--- src/rtl/pipe_hazard_ctrl_pkg.sv ---
// Shared types for the front-end hazard controller: redirect FSM states
// and the ROB recovery-state encodings.
package pipe_hazard_ctrl_pkg;

  typedef enum logic [1:0] {
    HZ_RUN     = 2'd0,
    HZ_FLUSH   = 2'd1,
    HZ_RECOVER = 2'd2
  } hz_state_t;

  typedef enum logic [1:0] {
    rob_idle     = 2'd0,
    rob_rollback = 2'd1,
    rob_walk     = 2'd2
  } rob_state_t;

endpackage

--- src/rtl/hazard_perf_cnt.sv ---
// Performance counters for the hazard controller: stall cycles, accepted
// redirects and recovery cycles. Each counter wraps at 2^CNT_W.
module hazard_perf_cnt #(
  parameter int CNT_W = 32
) (
  input  logic             clk,
  input  logic             reset,
  input  logic             stall_en_i,
  input  logic             flush_en_i,
  input  logic             recov_en_i,
  output logic [CNT_W-1:0] stall_cyc_o,
  output logic [CNT_W-1:0] flush_cnt_o,
  output logic [CNT_W-1:0] recov_cyc_o
);

  logic [CNT_W-1:0] stall_q, stall_d;
  logic [CNT_W-1:0] flush_q, flush_d;
  logic [CNT_W-1:0] recov_q, recov_d;

  // Next counts: add one when the matching enable is set.
  always_comb begin
    stall_d = stall_q + CNT_W'(stall_en_i);
    flush_d = flush_q + CNT_W'(flush_en_i);
    recov_d = recov_q + CNT_W'(recov_en_i);
  end

  // Counter registers, cleared by reset.
  always_ff @(posedge clk or posedge reset) begin
    if (reset) begin
      stall_q <= '0;
      flush_q <= '0;
      recov_q <= '0;
    end else begin
      stall_q <= stall_d;
      flush_q <= flush_d;
      recov_q <= recov_d;
    end
  end

  assign stall_cyc_o = stall_q;
  assign flush_cnt_o = flush_q;
  assign recov_cyc_o = recov_q;

endmodule

--- src/rtl/pipe_hazard_ctrl.sv ---
// Front-end stall/flush controller. Produces per-stage stall and flush
// vectors for NUM_STAGES front-end registers (stage 0 = PC), with bubble
// collapsing backpressure, a multi-cycle flush hold after each redirect and
// a recovery FSM that follows the ROB state.
// Optional feature: define PIPE_HAZARD_PERF_EN to build the perf counters;
// otherwise the perf_* outputs are tied to zero.
//
// Handshake: can_dispatch is a ready for stage N-1; stage k counts as valid
// when stage_valid[k] is set, and a valid stage holds only while the stage
// downstream of it holds. An invalid stage never holds, so upstream refills it.
module pipe_hazard_ctrl
  import pipe_hazard_ctrl_pkg::*;
#(
  parameter int NUM_STAGES = 4,
  parameter int FLUSH_HOLD = 1,
  parameter int CNT_W      = 32
) (
  input  logic                  clk,
  input  logic                  reset,
  input  logic                  imem_miss,
  input  logic                  can_dispatch,
  input  logic                  flush_valid,
  input  logic [1:0]            rob_state,
  input  logic [NUM_STAGES-1:0] stage_valid,
  output logic [NUM_STAGES-1:0] stall,
  output logic [NUM_STAGES-1:0] flush,
  output logic [1:0]            hz_state,
  output logic                  redirect_busy,
  output logic [CNT_W-1:0]      perf_stall_cyc,
  output logic [CNT_W-1:0]      perf_flush_cnt,
  output logic [CNT_W-1:0]      perf_recov_cyc
);

  localparam int HOLD_W = $clog2(FLUSH_HOLD + 1);
  localparam logic [HOLD_W-1:0] HOLD_INIT = HOLD_W'(FLUSH_HOLD - 1);

  hz_state_t         state_q, state_d;
  logic [HOLD_W-1:0] hold_q, hold_d;
  logic              rob_busy;

  // The PC is always valid, so stage_valid[0] carries no information.
  logic unused_pc_valid;
  assign unused_pc_valid = stage_valid[0];

  assign rob_busy = (rob_state != rob_idle);

  // Run-mode stall chain: stage k holds when it and every stage downstream
  // of it are valid and dispatch is refusing. Written as an AND-reduction so
  // each bit depends only on inputs.
  logic [NUM_STAGES-1:1] stall_run;
  for (genvar k = 1; k < NUM_STAGES; k++) begin : g_stall_chain
    assign stall_run[k] = (&stage_valid[NUM_STAGES-1:k]) & ~can_dispatch;
  end

  // Redirect FSM next-state and flush hold counter.
  always_comb begin
    state_d = state_q;
    hold_d  = hold_q;
    if (flush_valid) begin
      state_d = HZ_FLUSH;
      hold_d  = HOLD_INIT;
    end else begin
      unique case (state_q)
        HZ_RUN: begin
          if (rob_busy) state_d = HZ_RECOVER;
        end
        HZ_FLUSH: begin
          if (hold_q == '0) state_d = rob_busy ? HZ_RECOVER : HZ_RUN;
          else              hold_d  = hold_q - HOLD_W'(1);
        end
        HZ_RECOVER: begin
          if (!rob_busy) state_d = HZ_RUN;
        end
        default: state_d = HZ_RUN;
      endcase
    end
  end

  // FSM state and hold counter registers; reset abandons any pending hold.
  always_ff @(posedge clk or posedge reset) begin
    if (reset) begin
      state_q <= HZ_RUN;
      hold_q  <= '0;
    end else begin
      state_q <= state_d;
      hold_q  <= hold_d;
    end
  end

  // Stall/flush outputs. Redirects win, then ROB activity, then run mode.
  // While recovering, the cycle the ROB reports idle already releases the
  // stalls (run-mode rules apply) even though the FSM leaves one cycle later.
  always_comb begin
    stall = '0;
    flush = '0;
    if (flush_valid || state_q == HZ_FLUSH) begin
      flush = '1;
    end else if (rob_busy) begin
      stall = '1;
    end else begin
      stall[NUM_STAGES-1:1] = stall_run;
      stall[0]              = imem_miss | stall_run[1];
      flush[1]              = imem_miss & ~stall_run[1];
    end
  end

  assign hz_state      = state_q;
  assign redirect_busy = (state_q != HZ_RUN);

`ifdef PIPE_HAZARD_PERF_EN
  hazard_perf_cnt #(
    .CNT_W(CNT_W)
  ) u_perf (
    .clk         (clk),
    .reset       (reset),
    .stall_en_i  (stall[0]),
    .flush_en_i  (flush_valid),
    .recov_en_i  (state_q == HZ_RECOVER),
    .stall_cyc_o (perf_stall_cyc),
    .flush_cnt_o (perf_flush_cnt),
    .recov_cyc_o (perf_recov_cyc)
  );
`else
  assign perf_stall_cyc = '0;
  assign perf_flush_cnt = '0;
  assign perf_recov_cyc = '0;
`endif

endmodule

--- config.mk ---
export PLATFORM = sky130hd
export DESIGN_NAME = pipe_hazard_ctrl
export DESIGN_NICKNAME = d
export VERILOG_FILES = /design/src/rtl/pipe_hazard_ctrl_pkg.sv /design/src/rtl/hazard_perf_cnt.sv /design/src/rtl/pipe_hazard_ctrl.sv
export SDC_FILE = /design/constraint.sdc
export NUM_CORES = 1
export LEC_CHECK = 0
export CAP_MARGIN = 10
export CORE_ASPECT_RATIO = 0.75
export CORE_MARGIN = 2
export CORE_UTILIZATION = 26
export DETAILED_ROUTE_END_ITERATION = 7
export HOLD_SLACK_MARGIN = 0.05
export PLACE_DENSITY = 0.81
export SYNTH_ARGS = -nofsm -noshare
export SYNTH_HDL_FRONTEND = slang
export SYNTH_SLANG_ARGS = --single-unit
--- constraint.sdc ---
create_clock -name clk -period 1.4 [get_ports clk]
set_input_delay 0.14 -clock clk [delete_from_list [all_inputs] [get_ports clk]]
set_output_delay 0.14 -clock clk [all_outputs]
set_load 0.05 [all_outputs]
==> summary.log <==
INFO  run_status     outcome=finished with violations
INFO  run_status     failed_checks=negative setup slack
INFO  routing        post_drt_via_cell_ratio=2.750
INFO  power          power.density_cell_area=1083nW/µm²
INFO  place          place_area=987.2µm²
INFO  critical_path  cpLargestDelayFamily=flip-flops
INFO  final_layout   flow.area_growth_from_synthesis=16.21%
INFO  global_routing grt_overflow=0
INFO  die            die_w=72.07µm
INFO  critical_path  reg2reg_from=hz_state[1]$_DFFE_PP0P_
INFO  clock_tree     cts_tree=yes
INFO  final_layout   filler_cell_count=348
INFO  routing        route.top_layer_used=met4
INFO  power          leakagePower=0.5977nW
INFO  synthesis      synthesis.area_per_instance=7.721µm²
INFO  die            floorplan.die_area=3967µm²
INFO  routing        dr_wl_met2=818µm
INFO  clock_tree     clk_pin_slew=0.03ns
INFO  die            rows=18
INFO  die            height_of_the_die=55.05µm
INFO  clock_tree     cts_htree_levels=1
INFO  critical_path  regToRegSetupSlack=0.51ns
INFO  synthesis      syn-instance-count=117
INFO  sta            grt_setup_unrepaired=yes
INFO  die            design.core.area=3311µm²
INFO  critical_path  path_cells=nor2b_4, a311o_2, buf_12
INFO  sta            timing.final.setup_violations=5
INFO  sta            fin_worst_skew=0.0004005ns
INFO  critical_path  cp_data_required_time=1.26ns
INFO  run            maxCapViolCount=0
INFO  synthesis      synth-seq-cells=2
INFO  die            top_level_ports=118
INFO  global_routing wire_length_of_the_first_global_routing_pass=1.373mm
INFO  power          post-layout-total-power=0.001136W
INFO  clock_tree     clkSinkCount=2
INFO  clock_tree     cts-buffers-inserted=3
INFO  critical_path  start_kind=flip-flop
INFO  synthesis      main_combinational_cell_family_by_area_after_synthesis=buffers and inverters
INFO  critical_path  critical_path_arrival=1.27ns
INFO  final_layout   nNetsFinal=157
INFO  place          placement.io_buffers=20
INFO  synthesis      yosysWarningCount=0
INFO  place          finalWeightedCongestion=0.8088
INFO  global_routing grt_antenna_before_repair=0
INFO  routing        wl_met3=191µm
INFO  clock_tree     cts_root_buf=sky130_fd_sc_hd__clkbuf_8
INFO  min_path       holdCritPathClass=primary input to async pin
INFO  final_layout   layout.cells.non_filler=184
INFO  routing        via_count=506
INFO  routing        drt-total-wl=1.340mm
INFO  sta            final.hold.worst_slack=0.08564ns
INFO  global_routing number_of_global_route_vias_before_repair=303
INFO  synthesis      post_synth_fa_ha_maj_area_fraction=0%
INFO  synthesis      yosys.area_share.xor_xnor=0%
INFO  routing        firstDrtPassIters=4
INFO  critical_path  critical_path.max_stage_delay=0.39ns
INFO  sta            number_of_pins_with_negative_max_slew_slack_in_the_final_report=0
INFO  place          dp_hpwl=1.240mm
INFO  place          post-place-ws=-0.1556ns
INFO  clock_tree     cts.hold.buffers_added=0
INFO  critical_path  critical_register_to_register_path_endpoint=hz_state[1]$_DFFE_PP0P_
INFO  routing        first_iter_violations=3
INFO  sta            min_period_over_period=100.9%
INFO  routing        detail_route.wirelength.met1=314µm
INFO  final_layout   diodes=0
INFO  routing        ant_nets=0
INFO  routing        wl_per_cell=7.283µm
INFO  clock_tree     max-clock-path-buffers=2
INFO  routing        drcViolationCount=0
INFO  critical_path  worstPathBufferInverterCount=1
INFO  synthesis      synth.yosys.seq_area_share=5.540%
INFO  final_layout   final_layout_size_suffix_gt1_share=23.61%
INFO  synthesis      post_synth_num_cell_types=14
INFO  sta            hold_viol_final=0
INFO  critical_path  worstPathMaxFanout=6
INFO  global_routing grt_usage=5.067%
INFO  critical_path  crit_path_top_delay_cell=sky130_fd_sc_hd__dfrtp_2
INFO  critical_path  worstRegToRegCells=2
INFO  critical_path  cp-end-kind=primary output
INFO  clock_tree     clkLatencyLatePin=0.21ns
INFO  final_layout   stdcell_area=1050µm²
INFO  synthesis      simple_gate_fraction_of_synth_area=6.510%
INFO  power          worst_ir_drop_vdd=0.0002671V
INFO  synthesis      synth.mux.area_fraction=0%
INFO  critical_path  path_class=flip-flop to primary output
INFO  sta            layout_setup_ws=-0.01259ns
INFO  sta            fin_crit=1.413ns
INFO  synthesis      synth_compound_gate_area_share=5.263%
INFO  die            initial_utilization=27.29%
INFO  global_routing grt_start_max_net_pins=7
INFO  synthesis      syn_area=903.4µm²
INFO  place          dp.cells=179
INFO  final_layout   max_reg_flops=2
INFO  sta            achievable-frequency=707.9MHz
-- layer usage --
metal	GRT usage [%]	up-vias
met2	10.70	52
met1	3.763	229
met3	2.536	3
li1	-	222
met4	2.830	0
met5	0	-
-- placed cells by master, fill, tap and decap left out, drive strengths merged, types with 2 or more instances in the layout --
master,instances
conb,96
buf,19
dlygate4sd2,7
a211oi,5
clkbuf,3
dfrtp,2
clkdlybuf4s50,2
or2,2
-- stage by stage --
step	util (%)	setup TNS (ns)
detailed placement	29.82	-0.6045
finish	31.71	-0.02414
global placement	29.82	-0.5862
global route	31.71	-0.2384
floorplan	-	-0.1824
CTS	31.71	-0.1218
-- worst max-delay path by stage --
stage	cells past startpoint	endpoint	startpoint	slack, ns
2_1_floorplan	3	flush[2]	hz_state[0]$_DFFE_PP0P_	-0.09
3_3_place_gp	5	stall[1]	stage_valid[3]	-0.16
3_5_place_dp	5	stall[1]	stage_valid[3]	-0.16
4_1_cts	3	flush[1]	hz_state[0]$_DFFE_PP0P_	-0.07
5_1_grt	3	flush[0]	hz_state[1]$_DFFE_PP0P_	-0.05
6_report	3	flush[1]	hz_state[0]$_DFFE_PP0P_	-0.01
-- power by group --
group	internal, W	switching, W	total, W	leakage [nW]
sequential	0.0000626	0.00000329	0.0000659	0.0220
clock	0.000181	0.0000415	0.000223	0.0216
combinational	0.000138	0.000709	0.000848	0.554
total	0.000382	0.000754	0.00114	0.598
-- area by class of cell --
| class | instances | area (µm²) | share of cell area [%] |
|---|---|---|---|
| Clock buffer | 3 | 41.29 | 3.933 |
| Sequential cell | 2 | 52.55 | 5.006 |
| Multi-Input combinational cell | 110 | 536.8 | 51.13 |
| Timing Repair Buffer | 28 | 365.4 | 34.80 |
| Inverter | 1 | 3.754 | 0.3576 |
| Tap cell | 40 | 50.05 | 4.768 |
-- cells in the mapped netlist (all sizes together) --
library cell | count | area, µm²
nand4b | 1 | 15.01
nor2b | 1 | 8.760
buf | 98 | 735.7
nand3b | 1 | 7.510
clkbuf | 1 | 3.750
dfrtp | 2 | 50.05
nor2 | 1 | 3.750
a211oi | 5 | 37.54
nor3 | 1 | 5.000
conb | 1 | 3.750
a311o | 1 | 10.01
or2 | 2 | 12.51
inv | 1 | 3.750
nand2b | 1 | 6.260
-- cells by family after synthesis --
family | after synthesis
buf+inv | 100
flops | 2
simple gates | 8
other cells | 1
compound gates | 6
-- what timing repair did --
| action | in CTS | in global routing |
|---|---|---|
| cloned | 0 | 0 |
| gates resized for setup | 10 | 0 |
| setup buffers | 2 | 0 |
| pin swaps | 6 | 1 |
| endpoints found under the hold margin | 0 | 0 |
| endpoints found under the setup margin | 8 | 5 |
No activity file was read; power rests on OpenSTA's default activity.
